--- config.mk ---
export PLATFORM = sky130hd
export DESIGN_NAME = cpu_vec_flat
export DESIGN_NICKNAME = d
export VERILOG_FILES = /design/src/rtl/cpu_vec_if.sv /design/src/rtl/cpu_vec.sv /design/src/flat_wrapper.sv
export SDC_FILE = /design/constraint.sdc
export NUM_CORES = 1
export LEC_CHECK = 0
export CORE_UTILIZATION = 47
export DETAILED_ROUTE_END_ITERATION = 8
export MAX_ROUTING_LAYER = met4
export PLACE_DENSITY_LB_ADDON = 0.2
export SKIP_LAST_GASP = 1
export SLEW_MARGIN = 20
export SYNTH_ARGS = -nofsm -noshare
export SYNTH_HDL_FRONTEND = slang
export SYNTH_SLANG_ARGS = --single-unit
--- constraint.sdc ---
create_clock -name clk -period 7.54 [get_ports clk]
set_clock_uncertainty 0.2 [all_clocks]
set_input_delay 1.508 -clock clk [delete_from_list [all_inputs] [get_ports clk]]
set_output_delay 1.508 -clock clk [all_outputs]
set_load 0.01 [all_outputs]
--- src/rtl/cpu_vec_if.sv ---
// cpu_vec_if: memory, interrupt and debug bus between cpu_vec and its board
interface cpu_vec_if #(
  parameter int DW = 16,
  parameter int AW = 12,
  parameter int NINT = 3
);
  logic [NINT-1:0] irq;
  logic [DW-1:0] datain;
  logic [DW-1:0] dataout;
  logic [AW-1:0] address;
  logic memwrt;
  logic intack;
  logic [2:0] intid;
  logic [DW-1:0] dbg_r4;
  logic [DW-1:0] dbg_r5;
  modport master (
    input irq, datain,
    output dataout, address, memwrt, intack, intid, dbg_r4, dbg_r5
  );
  modport slave (
    output irq, datain,
    input dataout, address, memwrt, intack, intid, dbg_r4, dbg_r5
  );
endinterface

--- src/rtl/cpu_vec.sv ---
// cpu_vec: multicycle CPU core with prioritised, vectored interrupts
module cpu_vec #(
  parameter int DW = 16,
  parameter int AW = 12,
  parameter int NINT = 3,
  parameter logic [AW-1:0] RESET_PC = '0,
  parameter logic [AW-1:0] VEC_BASE = 'hFF0
) (
  input logic clk,
  input logic rst_n,
  cpu_vec_if.master bus
);
  typedef enum logic [4:0] {
    S_FETCH, S_LDI, S_LD, S_ST, S_JZ, S_JMP, S_ALU, S_NOP, S_PUSH, S_POP1, S_POP2,
    S_CALL, S_RET1, S_RET2, S_CLI, S_STI, S_IRET, S_IRET2, S_IRET3, S_INT, S_INT1, S_INT2
  } state_t;
  state_t r_state, w_next;
  logic [AW-1:0] r_pc, w_sp, w_off, w_vec;
  logic [11:0] r_ir;
  logic [DW-1:0] r_regs [8];
  logic [2:0] r_intid, w_hi, w_a, w_b, w_d;
  logic [DW-1:0] w_ra, w_rb, w_alu;
  logic w_end, w_ie, w_z;
  assign w_a = r_ir[8:6];
  assign w_b = r_ir[5:3];
  assign w_d = r_ir[2:0];
  assign w_ra = r_regs[w_a];
  assign w_rb = r_regs[w_b];
  assign w_sp = r_regs[7][AW-1:0];
  assign w_ie = r_regs[6][1];
  assign w_z = r_regs[6][0];
  assign w_off = AW'($signed(r_ir));
  assign w_vec = VEC_BASE + AW'(r_intid);
  assign bus.intid = r_intid;
  assign bus.dbg_r4 = r_regs[4];
  assign bus.dbg_r5 = r_regs[5];
  // highest-index pending request wins
  always_comb begin
    w_hi = '0;
    for (int k = 0; k < NINT; k++) if (bus.irq[k]) w_hi = 3'(k);
  end
  // ALU function select; carry is discarded
  always_comb
    case (r_ir[11:9])
      3'd0: w_alu = w_ra + w_rb;
      3'd1: w_alu = w_ra - w_rb;
      3'd2: w_alu = w_ra & w_rb;
      3'd3: w_alu = w_ra | w_rb;
      3'd4: w_alu = w_ra ^ w_rb;
      3'd5: w_alu = ~w_ra;
      3'd6: w_alu = w_ra;
      default: w_alu = w_ra + 1'b1;
    endcase
  // next state and bus outputs; w_end marks an instruction's final cycle, where interrupts are sampled
  always_comb begin
    w_next = S_FETCH;
    w_end = 1'b0;
    bus.address = r_pc;
    bus.dataout = '0;
    bus.memwrt = 1'b0;
    bus.intack = 1'b0;
    case (r_state)
      S_FETCH:
        case (bus.datain[DW-1:DW-4])
          4'h1: w_next = S_LDI;
          4'h2: w_next = S_LD;
          4'h3: w_next = S_ST;
          4'h4: w_next = S_JZ;
          4'h5: w_next = S_JMP;
          4'h7: w_next = S_ALU;
          4'h8: w_next = S_PUSH;
          4'h9: w_next = S_POP1;
          4'hA: w_next = S_CALL;
          4'hB: w_next = S_RET1;
          4'hC: w_next = S_CLI;
          4'hD: w_next = S_STI;
          4'hE: w_next = S_IRET;
          default: w_next = S_NOP;
        endcase
      S_LDI, S_JZ, S_JMP, S_ALU, S_NOP: w_end = 1'b1;
      S_LD: begin
        bus.address = w_rb[AW-1:0];
        w_end = 1'b1;
      end
      S_ST: begin
        bus.address = w_rb[AW-1:0];
        bus.dataout = w_ra;
        bus.memwrt = 1'b1;
        w_end = 1'b1;
      end
      S_PUSH: begin
        bus.address = w_sp;
        bus.dataout = w_ra;
        bus.memwrt = 1'b1;
        w_end = 1'b1;
      end
      S_POP1: w_next = S_POP2;
      S_POP2, S_RET2: begin
        bus.address = w_sp;
        w_end = 1'b1;
      end
      S_CALL: begin
        bus.address = w_sp;
        bus.dataout = DW'(r_pc);
        bus.memwrt = 1'b1;
        w_end = 1'b1;
      end
      S_RET1: w_next = S_RET2;
      S_IRET: w_next = S_IRET2;
      S_IRET2: begin
        bus.address = w_sp;
        w_next = S_IRET3;
      end
      S_IRET3: bus.address = w_sp;
      S_INT: begin
        bus.address = w_sp;
        bus.dataout = r_regs[6];
        bus.memwrt = 1'b1;
        w_next = S_INT1;
      end
      S_INT1: begin
        bus.address = w_sp;
        bus.dataout = DW'(r_pc);
        bus.memwrt = 1'b1;
        w_next = S_INT2;
      end
      S_INT2: begin
        bus.address = w_vec;
        bus.intack = 1'b1;
      end
      default: ;
    endcase
    if (w_end && w_ie && |bus.irq) w_next = S_INT;
  end
  // state register
  always_ff @(posedge clk or negedge rst_n)
    if (!rst_n) r_state <= S_FETCH;
    else r_state <= w_next;
  // datapath: pc, instruction, register file and interrupt id
  always_ff @(posedge clk or negedge rst_n)
    if (!rst_n) begin
      r_pc <= RESET_PC;
      r_ir <= '0;
      r_intid <= '0;
      for (int i = 0; i < 7; i++) r_regs[i] <= '0;
      r_regs[7] <= DW'({AW{1'b1}});
    end else begin
      if (w_next == S_INT) r_intid <= w_hi;
      case (r_state)
        S_FETCH: begin
          r_ir <= bus.datain[11:0];
          r_pc <= r_pc + 1'b1;
        end
        S_LDI: begin
          r_regs[w_d] <= bus.datain;
          r_pc <= r_pc + 1'b1;
        end
        S_LD, S_POP2: r_regs[w_d] <= bus.datain;
        S_JZ: if (w_z) r_pc <= r_pc + w_off;
        S_JMP: r_pc <= r_pc + w_off;
        S_ALU: begin
          r_regs[w_d] <= w_alu;
          r_regs[6][0] <= ~|w_alu;
        end
        S_PUSH, S_INT: r_regs[7][AW-1:0] <= w_sp - 1'b1;
        S_POP1, S_RET1, S_IRET: r_regs[7][AW-1:0] <= w_sp + 1'b1;
        S_CALL: begin
          r_regs[7][AW-1:0] <= w_sp - 1'b1;
          r_pc <= r_pc + w_off;
        end
        S_RET2, S_INT2: r_pc <= bus.datain[AW-1:0];
        S_CLI: r_regs[6][1] <= 1'b0;
        S_STI: r_regs[6][1] <= 1'b1;
        S_IRET2: begin
          r_pc <= bus.datain[AW-1:0];
          r_regs[7][AW-1:0] <= w_sp + 1'b1;
        end
        S_IRET3: r_regs[6] <= bus.datain;
        S_INT1: begin
          r_regs[7][AW-1:0] <= w_sp - 1'b1;
          r_regs[6][1] <= 1'b0;
        end
        default: ;
      endcase
    end
endmodule

--- src/flat_wrapper.sv ---
// flat-port wrapper written by rule: the top's interface ports become plain ports
module cpu_vec_flat 
#(
  parameter int DW = 16,
  parameter int AW = 12,
  parameter int NINT = 3,
  parameter logic [AW-1:0] RESET_PC = '0,
  parameter logic [AW-1:0] VEC_BASE = 'hFF0
)
  (clk, rst_n, bus_irq, bus_datain, bus_dataout, bus_address, bus_memwrt, bus_intack, bus_intid, bus_dbg_r4, bus_dbg_r5);
  cpu_vec_if #(.DW(DW), .AW(AW), .NINT(NINT)) bus_i ();
  input logic clk;
  input logic rst_n;
  input wire logic [$bits(bus_i.irq)-1:0] bus_irq;
  input wire logic [$bits(bus_i.datain)-1:0] bus_datain;
  output wire logic [$bits(bus_i.dataout)-1:0] bus_dataout;
  output wire logic [$bits(bus_i.address)-1:0] bus_address;
  output wire logic [$bits(bus_i.memwrt)-1:0] bus_memwrt;
  output wire logic [$bits(bus_i.intack)-1:0] bus_intack;
  output wire logic [$bits(bus_i.intid)-1:0] bus_intid;
  output wire logic [$bits(bus_i.dbg_r4)-1:0] bus_dbg_r4;
  output wire logic [$bits(bus_i.dbg_r5)-1:0] bus_dbg_r5;
  assign bus_i.irq = bus_irq;
  assign bus_i.datain = bus_datain;
  assign bus_dataout = bus_i.dataout;
  assign bus_address = bus_i.address;
  assign bus_memwrt = bus_i.memwrt;
  assign bus_intack = bus_i.intack;
  assign bus_intid = bus_i.intid;
  assign bus_dbg_r4 = bus_i.dbg_r4;
  assign bus_dbg_r5 = bus_i.dbg_r5;
  cpu_vec #(.DW(DW), .AW(AW), .NINT(NINT), .RESET_PC(RESET_PC), .VEC_BASE(VEC_BASE)) u_core (.clk(clk), .rst_n(rst_n), .bus(bus_i));
endmodule
==> qor.yml, run 1 <==
outcome:
  status: "finished clean"
clocking:
  path_clk_slew_ns: 0.07
  cts_tree: "yes"
  cts_resized: 0
  cts_max_level: 4
  clockBufferDepth: 2
  cts_made_buffers: 17
  clk_latency_ns: 0.45
  cts_sinks: 159
  clock-root-buffer: "clkbuf_16"
  hold_buffers: 0
  postCtsSetupBuffers: 0
global_routing:
  grt_pass1_wl_um: 75400
  grt.met2_usage: 0.546
  antenna_found_initial: 0
  grt_use_met3: 0.0648
  grt_max_degree: 87
  grt_overflow: 0
  grt_pass1_vias: 12000
  grt_busiest_layer: "met2"
  grtUsageTotal: 0.359
  met1_usage: 0.460
sta:
  setup_violations: 0
  fin_crit_ns: 6.28
  slew_viol_final: 0
  hold_viol_final: 0
  timing.final.ws_setup_ns: 1.26
  setup_tns_ns: 0
  clock.fmax_mhz: 159
  layout_worst_path_cycle_share: 0.833
  worst_slew_pin_slew_ns: 1.06
  rsz0062_at_grt: "false"
  maxSlewHeadroom: 0.270
routing:
  remaining_drc_errors: 0
  routed_wl_um: 50000
  ant_nets: 0
  vias: 13000
  detail_route.first_pass.iterations: 5
  viasPerCell: 6.55
  wl_per_cell_um: 25.2
  drtIter0Drc: 1449
synth:
  ys_seq_elements: 159
  synth_cell_types: 82
  avgSynthCellArea_um2: 8.57
  synth_edf_count: 0
  synth_warnings: 0
  yosys.area.top_type: "dfrtp_1"
  synthArstFlopShare: 1.00
  syn_area_mm2: 0.0136
  syn_nets: 1685
  seq_area_frac_synth: 0.293
  netlist_instances: 1588
  ys_top_cells_by_area: "dfrtp_1 27%, mux4_2 10%, o21ai_0 7.2%, ha_1 6.7%, nand2_1 5.8%"
  yosysTopAreaCellShare: 0.270
  synth_ff_type: "dfrtp_1"
floorplan:
  num_io_pins: 86
  start_util: 0.483
  die_h_um: 172
  core-area_mm2: 0.0282
  design.die.area_mm2: 0.0297
  chipWidth_um: 172
  row_count: 61
setup_path:
  critPathCaptureType: "flop"
  critPathLaunchType: "flop"
  startpoint: "u_core.r_ir[4]$_DFFE_PN0P_"
  crit_required_ns: 7.68
  cp.arrival_ns: 6.42
  setup.worst_path.class: "flop to flop"
  cp_max_fo: 52
  rr_startpoint: "u_core.r_ir[4]$_DFFE_PN0P_"
layout:
  layout-drive-gt1-share: 0.111
  area_growth_pct: 11.1
  nets: 1687
  num_antenna_cells: 0
min_path:
  hold_class: "flop to flop"
  min-delay-start: "u_core.r_regs[124]$_DFFE_PN0P_"
flow_run:
  cap_violations: 0
placed_design:
  place_ws_ns: 1.31
  detailed_place_hpwl_um: 36800
  portBuffers: 84
  routabilityCongestion: 1.01
## final cells by class
cell class	count	area, um^2
sequential	159	4000
fill	2572	13000
tap	378	473
multi-input combinational	1238	8760
inverter	60	225
clock buffer	18	429
clock inverter	14	168
timing repair buffer	114	1070
## registers in the layout, indices dropped and copies added (netlist names)
signal / cells
u_core.r_ir: 12
u_core.bus.dbg_r4: 16
u_core.r_regs: 96
u_core.bus.intid: 2
u_core.r_state: 5
u_core.r_pc: 12
u_core.bus.dbg_r5: 16
## metal layers
layer	up-vias	part of all wire
li1	5799	-
met5	-	0
met2	685	0.46
met3	153	0.075
met4	0	0.053
met1	6342	0.41
## worst paths after layout
check,cells after the start,endpoint,slack (ns)
worst max-delay path,16,u_core.r_regs[31]$_DFFE_PN0P_,1.26
worst min register to register,2,u_core.r_regs[124]$_DFFE_PN0P_,0.30
worst min-delay path,2,u_core.r_regs[124]$_DFFE_PN0P_,0.30
worst max register to register,16,u_core.r_regs[31]$_DFFE_PN0P_,1.26
max in group asynchronous,2,u_core.r_regs[108]$_DFFE_PN0P_,4.75
min in group asynchronous,1,u_core.bus.dbg_r4[0]$_DFFE_PN0P_,0.96
## synth_stat cells, drive strengths merged (11+ instances only)
cell / instances
a211oi: 12
a21o: 11
a21oi: 97
a221oi: 16
a22o: 18
a22oi: 21
a31oi: 13
and2: 15
buf: 52
clkbuf: 79
dfrtp: 147
dfstp: 12
ha: 73
inv: 59
mux2: 20
mux2i: 44
mux4: 64
nand2: 210
nand2b: 37
nand3: 23
nor2: 125
nor2b: 12
nor3: 40
o21ai: 198
o22ai: 11
or3: 25
xnor2: 26
## cell usage in the layout (no fill, tap or decap), drive strengths merged, types with 13 or more instances in the layout
cell             n
a31oi           13
and2            15
nor2           125
ha              73
nand2b          37
nand3           23
mux2            20
a22oi           21
a22o            18
a21oi           97
mux2i           44
clkbuf          18
nor3            40
clkdlybuf4s50   83
a221oi          16
o21ai          198
dfrtp          147
xnor2           26
buf             31
or3             25
nand2          210
mux4            64
inv             69
## critical path: stages, from the launching register on
cell and delay, ns:
dfrtp_2 1.07, inv_1 0.40, o311ai_0 0.42, o31ai_1 0.11
or3_1 0.44, nor4_1 0.78, a21oi_1 0.20, xnor2_1 0.18
nor2_1 0.06, ha_1 0.27, or3_1 0.33, a211o_1 0.33
a41oi_1 0.36, nor2_1 0.10, and3_1 0.20, or2_1 0.37
o31ai_1 0.32
## logic make-up after synthesis
| logic type | Yosys count | synth area share |
|---|---|---|
| DFF | 159 | 0.293 |
| xor gates and xnor gates | 28 | 0.0180 |
| AOI/OAI and AO/OA | 479 | 0.218 |
| muxes | 128 | 0.156 |
| buffers and inverters | 191 | 0.0642 |
| adders and majority gates | 76 | 0.0715 |
| and+or+nand+nor | 526 | 0.179 |
| other | 1 | 0.000275 |
## per-stage QoR
stage                     hold slack (ns)  std cells  area (um^2)  utilization
after floorplan                     0.259       1588        13600            -
after global placement              0.275       1949        14500        0.516
after detailed placement            0.292       1949        14500        0.516
after CTS                           0.308       1981        15100        0.537
after global routing                0.328       1981        15100        0.537
final                               0.304       1981        15100        0.537
Power of run 1 is not shown: default switching activity piles up to over one toggle a cycle in this logic, so the estimate is an artifact.
==> inputs of run 2 (changes only) <==
==> constraint.sdc (replaced) <==
create_clock -name clk -period 6.2 [get_ports clk]
set_clock_uncertainty 0.2 [all_clocks]
set_input_delay 1.24 -clock clk [delete_from_list [all_inputs] [get_ports clk]]
set_output_delay 1.24 -clock clk [all_outputs]
set_load 0.01 [all_outputs]
==> qor.yml, run 2 (synthesis gave the netlist of run 1 again) <==
clocking:
  cts_max_level: 4  # unchanged
  path_clk_slew_ns: 0.07  # about the same
  cts_made_buffers: 17  # unchanged
  cts_sinks: 159  # unchanged
  clockBufferDepth: 2  # unchanged
  clk_latency_ns: 0.45  # about the same
  hold_buffers: 0  # unchanged
  clock-root-buffer: "clkbuf_16"
  cts_tree: "yes"
setup_path:
  critPathMaxStageDelay_ns: 0.82  # -0.25 ns
  critPathLaunchType: "flop"
  critPathCaptureType: "flop"
  path_delay_family: "compound AO/OA/AOI/OAI gates"
  worst_path_max_delay_cell: "dfrtp_2"
  path_cells: "mux4_2 > mux2i_1 > ha_1 > nand3b_1 > nor4_1 > buf_4 > or3_1 > a21oi_1 > ha_1 > nand2_1 > inv_1 > a22o_1 > a2111oi_0 > a221oi_1 > a311oi_1 > buf_4 > nor2_1 > a21oi_1 > o21ai_0"
  cp_max_fo: 36  # -31%
  rr_startpoint: "u_core.r_ir[4]$_DFFE_PN0P_"
  path_buf_inv: 3  # +2
  r2r_setup_slack_ns: 0.29  # -0.97 ns
  r2r-end: "u_core.r_regs[91]$_DFFE_PN0P_"
  reg2reg_depth: 19  # +3
  crit_required_ns: 6.28  # -1.40 ns
  cp.arrival_ns: 5.99  # -0.43 ns
  setup.worst_path.class: "flop to flop"
global_routing:
  grt_max_degree: 66  # -24%
  antenna_found_initial: 1  # +1
  grt_pass1_wl_um: 74400  # -1.3%
  grt_pass1_vias: 11900  # -0.71%
  grt_overflow: 0  # unchanged
  grtUsageTotal: 0.353  # -0.00580
routing:
  drtIter0Drc: 1400  # -3.4%
  ant_nets: 0  # unchanged
  remaining_drc_errors: 0  # unchanged
  detail_route.first_pass.iterations: 6  # +1
  routed_wl_um: 49500  # -1.0%
  viasPerCell: 6.47  # -1.3%
  vias: 12900  # -0.35%
  wl_per_cell_um: 24.8  # -2.0%
layout:
  num_antenna_cells: 0  # unchanged
  area_growth_pct: 12.2
  stdcell_count: 2000  # +0.96%
  largest_register: "u_core.r_regs"
  nets: 1706  # +1.1%
  layout-drive-gt1-share: 0.122  # +0.0110
  layout_commonest_cell: "nand2_1"
  nFillCells: 2596  # +0.93%
  layout_common_cells: "208 x nand2_1, 195 x o21ai_0, 143 x dfrtp_1, 125 x nor2_1, 97 x a21oi_1"
  largest_register_ff_count: 96  # unchanged
sta:
  clock.fmax_mhz: 169  # +6.2%
  worst_slew_pin_slew_ns: 1.08  # +0.0111 ns
  maxSlewHeadroom: 0.282  # +0.0112
  setup_tns_ns: 0  # unchanged
  slew_viol_final: 0  # unchanged
  fin_crit_ns: 5.91  # -0.369 ns
  setup_violations: 0  # unchanged
  hold_viol_final: 0  # unchanged
  layout_worst_path_cycle_share: 0.953  # +0.121
  rsz0062_at_grt: "false"
placed_design:
  portBuffers: 84  # unchanged
  routabilityCongestion: 0.986  # -2.3%
  dp_cells: 1968  # +0.97%
  detailed_place_hpwl_um: 37000  # +0.51%
min_path:
  whs_path_depth: 2  # unchanged
  hold_class: "flop to flop"
  holdPathEnd: "u_core.r_regs[73]$_DFFE_PN0P_"
  min-delay-start: "u_core.r_regs[73]$_DFFE_PN0P_"
floorplan:
  start_util: 0.483  # unchanged
  core-area_mm2: 0.0282  # unchanged
  row_count: 61  # unchanged
  chipWidth_um: 172  # unchanged
  die_h_um: 172  # unchanged
  num_io_pins: 86  # unchanged
  design.die.area_mm2: 0.0297  # unchanged
outcome:
  status: "finished clean"
flow_run:
  cap_violations: 0  # unchanged
==> run 2: metrics by stage <==
stage	hold slack, ns	setup slack (ns)	util	area [um^2]
after floorplan	0.259	0.682	-	13600
after global placement	0.276	0.423	0.521	14700
after detailed placement	0.288	0.350	0.521	14700
after CTS	0.305	0.302	0.542	15300
after global routing	0.326	0.0268	0.543	15300
final	0.300	0.290	0.543	15300
==> run 2: layout make-up <==
type / count / area, um^2 / area share
Multi-Input combinational cell: 1238 / 8760 / 0.573
Sequential cell: 159 / 4000 / 0.262
Timing Repair Buffer: 133 / 1210 / 0.0792
Tap cell: 378 / 473 / 0.0309
Clock buffer: 18 / 439 / 0.0287
Inverter: 60 / 225 / 0.0147
Clock inverter: 14 / 171 / 0.0112
==> run 2: layer usage <==
metal  vias up  global-route usage  share of wire  routed length, um
li1       5832                   -              -                  -
met1      6372               0.464           0.42              20600
met2       611               0.554           0.47              23200
met3       119              0.0430          0.073               3630
met4         0               0.141          0.041               2040
met5         -                   -              0                  0
==> run 2: repair_timing <==
action	in CTS	in global routing
endpoints found under the setup margin	0	3
buffers inserted	0	0
resized for setup	0	1
endpoints found under the hold margin	0	0
==> run 2: worst register-to-register path: cells and delay by family, from the launching register on <==
kind | cells | cell delay (ns)
fa+ha+maj | 2 | 0.72
simple gates | 5 | 0.89
buf+inv | 3 | 0.49
compound gates | 7 | 1.75
flops | 1 | 0.82
mux | 2 | 0.89
==> run 2: worst max path at each step <==
| stage | to | startpoint | slack [ns] | cells after the start |
|---|---|---|---|---|
| global placement | u_core.bus.dbg_r4[11]$_DFFE_PN0P_ | u_core.r_ir[3]$_DFFE_PN0P_ | 0.42 | 19 |
| finish | u_core.r_regs[91]$_DFFE_PN0P_ | u_core.r_ir[4]$_DFFE_PN0P_ | 0.29 | 19 |
| detailed placement | u_core.r_regs[91]$_DFFE_PN0P_ | u_core.r_ir[3]$_DFFE_PN0P_ | 0.35 | 19 |
| CTS | u_core.r_regs[91]$_DFFE_PN0P_ | u_core.r_ir[3]$_DFFE_PN0P_ | 0.30 | 19 |
| global route | u_core.r_regs[91]$_DFFE_PN0P_ | u_core.r_ir[4]$_DFFE_PN0P_ | 0.03 | 19 |
| floorplan | u_core.r_regs[15]$_DFFE_PN0P_ | u_core.r_ir[4]$_DFFE_PN0P_ | 0.68 | 21 |
Power of run 2 is left out for the same reason.
==> inputs of run 3 (changes only) <==
--- a/config.mk
+++ b/config.mk
@@ -7,7 +7,6 @@
 export LEC_CHECK = 0
 export CORE_UTILIZATION = 47
 export DETAILED_ROUTE_END_ITERATION = 8
-export MAX_ROUTING_LAYER = met4
 export PLACE_DENSITY_LB_ADDON = 0.2
 export SKIP_LAST_GASP = 1
 export SLEW_MARGIN = 20
==> qor.yml, run 3 (synthesis gave the netlist of run 1 again) <==
outcome:
  status: "finished clean"
sta:
  setup_violations: 0  # unchanged
  fin_crit_ns: 5.73  # -0.183 ns
  setup_tns_ns: 0  # unchanged
  clock.fmax_mhz: 175  # +3.2%
  rsz0062_at_grt: "false"
  worst_slew_pin_slew_ns: 1.06  # -0.0188 ns
  hold_viol_final: 0  # unchanged
  maxSlewHeadroom: 0.294  # +0.0126
  layout_worst_path_cycle_share: 0.924  # -0.0296
  slew_viol_final: 0  # unchanged
routing:
  ant_nets: 0  # unchanged
  routed_wl_um: 48900  # -1.3%
  drtIter0Drc: 1449  # +3.5%
  viasPerCell: 6.49  # +0.41%
  detail_route.first_pass.iterations: 6  # unchanged
  vias: 13000  # +0.36%
  remaining_drc_errors: 0  # unchanged
  wl_per_cell_um: 24.4  # -1.2%
clocking:
  cts_sinks: 159  # unchanged
  clockBufferDepth: 2  # unchanged
  path_clk_slew_ns: 0.08  # about the same
  cts_tree: "yes"
  clock-root-buffer: "clkbuf_16"
  cts_resized: 0  # unchanged
  hold_buffers: 0  # unchanged
  clk_latency_ns: 0.45  # about the same
  postCtsSetupBuffers: 0  # unchanged
  cts_made_buffers: 17  # unchanged
  cts_max_level: 4  # unchanged
setup_path:
  r2r-end: "u_core.r_regs[91]$_DFFE_PN0P_"
  setup.worst_path.class: "flop to flop"
  critPathLaunchType: "flop"
  startpoint: "u_core.r_ir[3]$_DFFE_PN0P_"
  r2r_setup_slack_ns: 0.47  # +0.18 ns
  cp_max_fo: 23  # -36%
  rr_startpoint: "u_core.r_ir[3]$_DFFE_PN0P_"
  crit_required_ns: 6.28  # about the same
  critPathCaptureType: "flop"
  cp.arrival_ns: 5.81  # -0.18 ns
  reg2reg_depth: 18  # -1
  cp-endpoint: "u_core.r_regs[91]$_DFFE_PN0P_"
layout:
  fin_util: 0.544  # +0.000977
  area_growth_pct: 12.4
  layout-drive-gt1-share: 0.121  # -0.00116
  largest_register: "u_core.r_regs"
  layout_commonest_cell: "nand2_1"
  nFillCells: 2573  # -0.89%
  final_area_mm2: 0.0153  # +0.18%
  layout_common_cells: "208 x nand2_1, 195 x o21ai_0, 143 x dfrtp_1, 125 x nor2_1, 97 x a21oi_1"
  num_antenna_cells: 0  # unchanged
  nets: 1706  # unchanged
  largest_register_ff_count: 96  # unchanged
global_routing:
  grt_pass1_vias: 12300  # +3.0%
  antenna_found_initial: 0  # -1
  grt_pass1_wl_um: 75200  # +1.0%
  grtUsageTotal: 0.343  # -0.00933
  grt_overflow: 0  # unchanged
  grt_max_degree: 69  # +4.5%
floorplan:
  core-area_mm2: 0.0282  # unchanged
  design.die.area_mm2: 0.0297  # unchanged
  row_count: 61  # unchanged
  die_h_um: 172  # unchanged
  chipWidth_um: 172  # unchanged
  num_io_pins: 86  # unchanged
  start_util: 0.483  # unchanged
flow_run:
  cap_violations: 0  # unchanged
placed_design:
  portBuffers: 84  # unchanged
  routabilityCongestion: 1.02  # +3.0%
  detailed_place_hpwl_um: 36600  # -1.1%
  placed_cell_area_mm2: 0.0147  # about the same
min_path:
  hold_class: "flop to flop"
run 3: changes by cell type in the layout (fill, tap and decap cells not counted), moves of 2 or more:
| cell | previous run | this run |
|---|---|---|
| inv_6 | 5 | 2 |
| inv_8 | 3 | 6 |
| bufinv_16 | 2 | 4 |
| clkinv_2 | 2 | 0 |
run 3: worst max-delay path, cell delays in order, from the launching register on:
cell       delay (ns)
dfrtp_2          0.73
buf_4            0.46
mux4_2           0.55
mux2_2           0.37
nor4_1           0.46
buf_4            0.22
or3_1            0.10
a21oi_1          0.06
ha_1             0.39
nand2_1          0.09
inv_1            0.07
a22o_1           0.23
a2111oi_0        0.40
a221oi_1         0.10
a311oi_1         0.26
buf_4            0.19
nor2_1           0.04
a21oi_1          0.43
o21ai_0          0.17
run 3: worst min path at each step:
stage                                    from                        endpoint  slack (ns)  depth (start not counted)
6_report        u_core.r_regs[78]$_DFFE_PN0P_   u_core.r_regs[78]$_DFFE_PN0P_        0.30                          2
5_1_grt         u_core.r_regs[77]$_DFFE_PN0P_   u_core.r_regs[77]$_DFFE_PN0P_        0.33                          2
4_1_cts         u_core.r_regs[78]$_DFFE_PN0P_   u_core.r_regs[78]$_DFFE_PN0P_        0.30                          2
3_5_place_dp    u_core.r_regs[78]$_DFFE_PN0P_   u_core.r_regs[78]$_DFFE_PN0P_        0.29                          2
3_3_place_gp    u_core.r_regs[78]$_DFFE_PN0P_   u_core.r_regs[78]$_DFFE_PN0P_        0.28                          2
2_1_floorplan  u_core.r_regs[102]$_DFFE_PN0P_  u_core.r_regs[102]$_DFFE_PN0P_        0.26                          2
run 3: per-stage QoR:
| step | worst slack, ns | hold slack [ns] | std cells |
|---|---|---|---|
| floorplan | 0.682 | 0.259 | 1588 |
| global placement | 0.525 | 0.275 | 1968 |
| detailed placement | 0.431 | 0.285 | 1968 |
| CTS | 0.423 | 0.304 | 1999 |
| global route | 0.0263 | 0.334 | 1999 |
| finish | 0.473 | 0.302 | 1999 |
run 3: area by class of cell:
cell class,instances,area (um^2),share of cell area
Clock buffer,17,425,0.0278
Clock inverter,14,220,0.0144
Inverter,60,225,0.0147
Multi-Input combinational cell,1238,8760,0.572
Sequential cell,159,4000,0.261
Tap cell,378,473,0.0309
Timing Repair Buffer,133,1210,0.0790
run 3: layer usage:
| layer | vias up | GRT usage | wire length [um] |
|---|---|---|---|
| met2 | 663 | 0.550 | 22400 |
| met5 | - | 0 | 0 |
| met3 | 149 | 0.0609 | 3540 |
| met4 | 0 | 0.161 | 2760 |
| li1 | 5826 | - | - |
| met1 | 6342 | 0.451 | 20200 |
Power of run 3 is left out for the same reason.
